==> src/rtl/alu_pkg.sv <==
// Shared ALU definitions: opcodes, ARM condition codes, NZCV bit positions
// and the condition/compare helpers used by the issue controller.
//
// ALU flag semantics: N = result MSB, Z = result is zero. Arithmetic ops give
// the adder carry-out as C (for subtracts that is NOT borrow) and the signed
// overflow as V. Logical ops pass carry-in through as C and give V = 0.
package alu_pkg;

  typedef enum logic [3:0] {
    OP_AND = 4'h0, OP_EOR = 4'h1, OP_SUB = 4'h2, OP_RSB = 4'h3,
    OP_ADD = 4'h4, OP_ADC = 4'h5, OP_SBC = 4'h6, OP_RSC = 4'h7,
    OP_TST = 4'h8, OP_TEQ = 4'h9, OP_CMP = 4'hA, OP_CMN = 4'hB,
    OP_ORR = 4'hC, OP_MOV = 4'hD, OP_BIC = 4'hE, OP_MVN = 4'hF
  } alu_op_e;

  typedef enum logic [3:0] {
    COND_EQ = 4'h0, COND_NE = 4'h1, COND_CS = 4'h2, COND_CC = 4'h3,
    COND_MI = 4'h4, COND_PL = 4'h5, COND_VS = 4'h6, COND_VC = 4'h7,
    COND_HI = 4'h8, COND_LS = 4'h9, COND_GE = 4'hA, COND_LT = 4'hB,
    COND_GT = 4'hC, COND_LE = 4'hD, COND_AL = 4'hE, COND_NV = 4'hF
  } cond_e;

  localparam int NEG = 3;
  localparam int ZER = 2;
  localparam int CAR = 1;
  localparam int OVR = 0;

  // ARM condition-code evaluation against an NZCV nibble.
  function automatic logic cond_pass(input logic [3:0] cond, input logic [3:0] nzcv);
    logic n;
    logic z;
    logic c;
    logic v;
    logic ok;
    n = nzcv[NEG];
    z = nzcv[ZER];
    c = nzcv[CAR];
    v = nzcv[OVR];
    ok = 1'b0;
    case (cond_e'(cond))
      COND_EQ: ok = z;
      COND_NE: ok = !z;
      COND_CS: ok = c;
      COND_CC: ok = !c;
      COND_MI: ok = n;
      COND_PL: ok = !n;
      COND_VS: ok = v;
      COND_VC: ok = !v;
      COND_HI: ok = c && !z;
      COND_LS: ok = !c || z;
      COND_GE: ok = (n == v);
      COND_LT: ok = (n != v);
      COND_GT: ok = !z && (n == v);
      COND_LE: ok = z || (n != v);
      COND_AL: ok = 1'b1;
      default: ok = 1'b0;
    endcase
    return ok;
  endfunction

  // TST/TEQ/CMP/CMN: always update flags, never write a register.
  function automatic logic is_compare(input logic [3:0] op);
    return (op[3:2] == 2'b10);
  endfunction

endpackage

==> src/rtl/alu.sv <==
// Combinational ARM-style data-processing ALU (no shifter).
module alu
  import alu_pkg::*;
#(
  parameter int WIDTH = 32
) (
  input  logic [WIDTH-1:0] a,
  input  logic [WIDTH-1:0] b,
  input  logic             carry,
  input  logic [3:0]       opcode,
  output logic [WIDTH-1:0] out,
  output logic [3:0]       flags
);

  logic [WIDTH-1:0] x;
  logic [WIDTH-1:0] y;
  logic             cin;
  logic             arith;
  logic [WIDTH-1:0] logic_res;
  logic [WIDTH:0]   sum;
  logic             c_out;
  logic             v_out;

  // Select adder operands (subtracts as x + ~y + cin) or a logical result.
  always_comb begin
    x         = a;
    y         = b;
    cin       = 1'b0;
    arith     = 1'b0;
    logic_res = '0;
    case (alu_op_e'(opcode))
      OP_AND, OP_TST: logic_res = a & b;
      OP_EOR, OP_TEQ: logic_res = a ^ b;
      OP_ORR:         logic_res = a | b;
      OP_MOV:         logic_res = b;
      OP_BIC:         logic_res = a & ~b;
      OP_MVN:         logic_res = ~b;
      OP_SUB, OP_CMP: begin x = a; y = ~b; cin = 1'b1;  arith = 1'b1; end
      OP_RSB:         begin x = b; y = ~a; cin = 1'b1;  arith = 1'b1; end
      OP_ADD, OP_CMN: begin x = a; y = b;  cin = 1'b0;  arith = 1'b1; end
      OP_ADC:         begin x = a; y = b;  cin = carry; arith = 1'b1; end
      OP_SBC:         begin x = a; y = ~b; cin = carry; arith = 1'b1; end
      OP_RSC:         begin x = b; y = ~a; cin = carry; arith = 1'b1; end
      default:        logic_res = '0;
    endcase
  end

  // Shared adder plus result/flag formation.
  always_comb begin
    sum   = {1'b0, x} + {1'b0, y} + {{WIDTH{1'b0}}, cin};
    out   = arith ? sum[WIDTH-1:0] : logic_res;
    c_out = arith ? sum[WIDTH] : carry;
    v_out = arith && (x[WIDTH-1] == y[WIDTH-1]) && (sum[WIDTH-1] != x[WIDTH-1]);
    flags = {out[WIDTH-1], (out == '0), c_out, v_out};
  end

endmodule

==> src/rtl/alu_issue_ctrl.sv <==
// Issue controller around the ALU: condition check against the owned NZCV
// register, single-entry registered result stage, executed/skipped counters.
//
// Handshake: a transfer occurs on a clock edge where valid && ready are both
// high. A requester keeps valid and its payload stable until that edge; the
// result stage keeps res_* stable while res_valid && !res_ready. req_ready is
// combinational on res_ready (a full stage can be refilled as it drains).
module alu_issue_ctrl
  import alu_pkg::*;
#(
  parameter int WIDTH = 32,
  parameter int TAG_W = 4,
  parameter int CNT_W = 16
) (
  input  logic             clk,
  input  logic             reset_n,
  input  logic             req_valid,
  output logic             req_ready,
  input  logic [3:0]       req_op,
  input  logic [3:0]       req_cond,
  input  logic             req_s,
  input  logic [WIDTH-1:0] req_a,
  input  logic [WIDTH-1:0] req_b,
  input  logic [TAG_W-1:0] req_rd,
  output logic             res_valid,
  input  logic             res_ready,
  output logic [WIDTH-1:0] res_data,
  output logic [TAG_W-1:0] res_rd,
  output logic             res_wr,
  input  logic             flag_load,
  input  logic [3:0]       flag_load_val,
  output logic [3:0]       flags_q,
  output logic [CNT_W-1:0] exec_cnt,
  output logic [CNT_W-1:0] skip_cnt
);

  localparam logic [0:0] ST_EMPTY = 1'b0;
  localparam logic [0:0] ST_FULL  = 1'b1;

  logic [0:0]       state;
  logic [WIDTH-1:0] alu_out;
  logic [3:0]       alu_flags;
  logic             cond_ok;
  logic             cmp_op;
  logic             accept;

  alu #(.WIDTH(WIDTH)) u_alu (
    .a      (req_a),
    .b      (req_b),
    .carry  (flags_q[CAR]),
    .opcode (req_op),
    .out    (alu_out),
    .flags  (alu_flags)
  );

  assign cond_ok   = cond_pass(req_cond, flags_q);
  assign cmp_op    = is_compare(req_op);
  assign req_ready = (state == ST_EMPTY) || res_ready;
  assign accept    = req_valid && req_ready;
  // The output-stage state bit is the result-valid flag itself.
  assign res_valid = (state == ST_FULL);

  // Result stage: load on accept, drain when the consumer takes it.
  always_ff @(posedge clk or negedge reset_n) begin
    if (!reset_n) begin
      state    <= ST_EMPTY;
      res_data <= '0;
      res_rd   <= '0;
      res_wr   <= 1'b0;
    end else if (accept) begin
      state    <= ST_FULL;
      res_data <= alu_out;
      res_rd   <= req_rd;
      res_wr   <= cond_ok && !cmp_op;
    end else if (res_ready) begin
      state    <= ST_EMPTY;
    end
  end

  // NZCV: direct load has priority over an ALU flag update in the same cycle.
  always_ff @(posedge clk or negedge reset_n) begin
    if (!reset_n) begin
      flags_q <= 4'h0;
    end else if (flag_load) begin
      flags_q <= flag_load_val;
    end else if (accept && cond_ok && (req_s || cmp_op)) begin
      flags_q <= alu_flags;
    end
  end

  // Saturating counters of executed and skipped (condition-failed) ops.
  always_ff @(posedge clk or negedge reset_n) begin
    if (!reset_n) begin
      exec_cnt <= '0;
      skip_cnt <= '0;
    end else if (accept) begin
      if (cond_ok) begin
        if (exec_cnt != {CNT_W{1'b1}}) exec_cnt <= exec_cnt + 1'b1;
      end else begin
        if (skip_cnt != {CNT_W{1'b1}}) skip_cnt <= skip_cnt + 1'b1;
      end
    end
  end

endmodule

==> config.mk <==
export PLATFORM = sky130hd
export DESIGN_NAME = alu_issue_ctrl
export DESIGN_NICKNAME = d
export VERILOG_FILES = /design/src/rtl/alu_pkg.sv /design/src/rtl/alu.sv /design/src/rtl/alu_issue_ctrl.sv
export SDC_FILE = /design/constraint.sdc
export NUM_CORES = 1
export LEC_CHECK = 0
export ABC_AREA = 1
export BUFFER_PORTS_ARGS = -buffer_cell sky130_fd_sc_hd__buf_2
export CORE_MARGIN = 5
export CORE_UTILIZATION = 44
export CTS_BUF_LIST = sky130_fd_sc_hd__clkbuf_8 sky130_fd_sc_hd__clkbuf_16
export DETAILED_ROUTE_END_ITERATION = 8
export PLACE_DENSITY = 0.67
export SYNTH_ARGS = -nofsm -noshare
export SYNTH_HDL_FRONTEND = slang
export SYNTH_HIERARCHICAL = 1
export SYNTH_SLANG_ARGS = --single-unit
==> constraint.sdc <==
create_clock -name clk -period 2.6 [get_ports clk]
set_input_delay 0.26 -clock clk [delete_from_list [all_inputs] [get_ports clk]]
set_output_delay 0.26 -clock clk [all_outputs]
set_load 0.01 [all_outputs]
==> impl_metrics.tcl <==
set metrics [dict create \
    status "complete, but fails checks" \
    violations "setup timing" \
    start_util_pct 44.9 \
    finalSetupViolations 9 \
    detailroute.via_count 12000 \
    critPathMostFrequentCell "sky130_fd_sc_hd__nand2_1" \
    critical_path.startpoint_type "input pin" \
    die_height_um 157 \
    vdd_ir_drop_max_v 0.000381 \
    timing.critical_path.max_delay_family "simple AND/OR/NAND/NOR gates" \
    dieWidth_um 157 \
    syn-cell-area_um2 9490 \
    final.setup.worst_slack_ps -355 \
    cts_tree "built" \
    timing.max_cap.violations 0 \
    cts_root_buf "sky130_fd_sc_hd__clkbuf_16" \
    core.rowCount 53 \
    post-route-drc-count 0 \
    nets 2158 \
    cts_hold_buf 0 \
    layout-area-overhead-vs-synth_pct 45.7 \
    h_tree_levels 3 \
    synthDistinctLibCells 46 \
    insertion_delay_ps 330 \
    design.portCount 161 \
    cp.buffers_inverters 7 \
    timing.slew.headroom_pct 24.5 \
    total_number_of_yosys_warnings 6 \
    yosys.cell_count.top_type "sky130_fd_sc_hd__nand2_1" \
    cts.clk_slew.worst_paths_ps 60 \
    timing_max_transition_violations_final 0 \
    post_synth_edffs 0 \
    buffer_ports.inserted 160 \
    routedWlPerCell_um 15.7 \
    syn-instance-count 1632 \
    critPathRequiredTime_ps 2870 \
    whs_ps 66.6 \
    post_synth_main_area_contributors "sky130_fd_sc_hd__nand2_1 (24%), sky130_fd_sc_hd__dfrtp_1 (20%), sky130_fd_sc_hd__inv_1 (9.3%)" \
    grt_setup_unrepaired "yes" \
    ffs_w_async_s_r_synth_pct 100 \
    seq_total_area_yosys_pct 19.5 \
    total_power_w 0.00657 \
    worst_path_largest_cell_delay_ps 380 \
    initialDrtViolationCount 942 \
    hp-class "in2async" \
    tightestPinTransition_ps 1130 \
    synth_seq_cells 74 \
    fin_crit_sh_pct 114 \
    gp_congestion 0.994 \
    clock_path_buffers 2 \
    synthFlopType "sky130_fd_sc_hd__dfrtp_1" \
    first_pass_iteration_count_of_the_detailed_router 7 \
    clkSinkCount 74 \
    final-instance-count-excl-fill 2285 \
    fin_crit_period_ps 2950 \
    drtAntennaViolNets 0 \
    groute.usage.overall_pct 28.6 \
    cpMaxStageDelayCell "sky130_fd_sc_hd__fa_2" \
    antennaDiodeCount 0 \
    grt_max_degree 75 \
    setup.worst_path.end_class "flip-flop" \
    viasPerCell 5.26 \
    worstSetupPathType "in2reg" \
    tritoncts.num_buffers 9 \
    max_freq_mhz 338 \
    power.leakage_nw 7.53 \
    placed_wire_length_estimate_mm 27.4 \
    syn_avg_cell_area_um2 5.82 \
    globalRouteOverflowTotal 0 \
    first_global_vias 11600 \
    yosys-top-cells-count "sky130_fd_sc_hd__nand2_1 (608), sky130_fd_sc_hd__inv_1 (234), sky130_fd_sc_hd__nor2_1 (125)" \
    timing.final.hold_violations 0 \
    post-place-cells 2242 \
    yosys.area.top_type "sky130_fd_sc_hd__nand2_1" \
    wirelength_mm 35.9 \
    initial_antenna_violation_count 0 \
    post_route_cells_drive_above_1_share_pct 31.1 \
    core_region_area_um2 21200 \
    fin_skew_ps 6.37 \
    grt_first_pass_wirelength_mm 57.3 \
    synthDominantCellAreaShare_pct 24.0 \
    syn_nets 1785 \
    die_area_um2 24600 \
    path_max_fanout 7 \
    power.density_nw_per_um2 475 \
    worstPathArrival_ps 3220 \
]
## routing by layer
| metal | vias to the layer above | track usage (%) | routed length, µm |
|---|---|---|---|
| li1 | 5982 | - | - |
| met1 | 5534 | 37.1 | 15100 |
| met2 | 427 | 48.9 | 17000 |
| met3 | 75 | 3.32 | 2600 |
| met4 | 0 | 10.4 | 1140 |
| met5 | - | 0 | 0 |
## flip-flops by register name, summed over array words and instances, names as in the netlist
| register | cells |
|---|---|
| res_valid | 1 |
| res_data | 32 |
| flags_q | 4 |
| res_rd | 4 |
| exec_cnt | 16 |
| res_wr | 1 |
| skip_cnt | 16 |
## stage by stage
step | setup TNS, ps | util, % | setup WS [ps] | cell area [µm²]
6_report | -1390 | 65.4 | -355 | 13800
3_3_place_gp | -10350 | 58.3 | -916 | 12300
2_1_floorplan | -525 | - | -316 | 9620
4_1_cts | -706 | 64.7 | -234 | 13700
5_1_grt | -3480 | 65.4 | -511 | 13800
3_5_place_dp | -11700 | 58.3 | -935 | 12300
## layout make-up
type                    count  area (µm²)
clock buffers               9         225
clock inverters             7         141
fillers                  1960        7330
inverters                 242         921
multi-input cells        1260        7270
flip-flops and latches     74        1850
well taps                 275         344
repair buffers            418        3080
## power breakdown
| part | switching [W] | leakage, nW | internal [W] |
|---|---|---|---|
| Clock | 0.000481 | 0.176 | 0.00103 |
| Sequential | 0.000186 | 0.960 | 0.00135 |
| Combinational | 0.00193 | 6.40 | 0.00159 |
## logic make-up after synthesis
kind of cell | share of synthesized area (%)
AOI/OAI and AO/OA | 16.0
xor gates and xnor gates | 4.06
adders and majority gates | 8.99
buffers and inverters | 12.5
DFF | 19.5
and+or+nand+nor | 38.9
## what timing repair did
action | CTS | global route
gates resized for setup | 138 | 31
gates cloned | 5 | 0
setup endpoints to repair | 14 | 21
setup buffers | 22 | 2
pin swaps | 43 | 9
## path summary, 6_finish.rpt
kind	start	endpoint	slack, ps	depth (start not counted)
min in group clk	req_rd[0]	res_rd[0]$_DFFE_PN0P_	120	3
worst max register to register	flags_q[1]$_DFFE_PN0P_	flags_q[2]$_DFFE_PN0P_	-310	21
worst min-delay path	reset_n	exec_cnt[15]$_DFFE_PN0P_	70	1
max in group asynchronous	reset_n	skip_cnt[14]$_DFFE_PN0P_	1940	1
worst min register to register	res_data[0]$_DFFE_PN0P_	res_data[0]$_DFFE_PN0P_	470	2
worst max-delay path	req_op[3]	flags_q[2]$_DFFE_PN0P_	-350	27
## cells in the final DEF (no fill, tap or decap), types with 11 or more instances in the layout
cell type | Yosys | final
sky130_fd_sc_hd__nand3_1 | 103 | 92
sky130_fd_sc_hd__nor2_1 | 125 | 97
sky130_fd_sc_hd__buf_12 | 0 | 15
sky130_fd_sc_hd__dfrtp_1 | 74 | 74
sky130_fd_sc_hd__ha_4 | 0 | 28
sky130_fd_sc_hd__a21oi_1 | 45 | 30
sky130_fd_sc_hd__a31o_2 | 31 | 27
sky130_fd_sc_hd__buf_4 | 6 | 235
sky130_fd_sc_hd__nand2_2 | 4 | 33
sky130_fd_sc_hd__nor3_1 | 16 | 15
sky130_fd_sc_hd__nand4_1 | 16 | 16
sky130_fd_sc_hd__buf_2 | 18 | 155
sky130_fd_sc_hd__o21ai_1 | 13 | 16
sky130_fd_sc_hd__o21ai_0 | 94 | 91
sky130_fd_sc_hd__inv_2 | 7 | 11
sky130_fd_sc_hd__ha_1 | 65 | 36
sky130_fd_sc_hd__a21oi_2 | 1 | 16
sky130_fd_sc_hd__nand2_1 | 608 | 571
sky130_fd_sc_hd__xor2_1 | 27 | 27
sky130_fd_sc_hd__nor2_2 | 3 | 23
sky130_fd_sc_hd__o22ai_1 | 37 | 34
sky130_fd_sc_hd__inv_1 | 234 | 227
sky130_fd_sc_hd__xnor2_1 | 17 | 17
sky130_fd_sc_hd__nand3_2 | 1 | 11
Power figures use the tool's default switching activity.
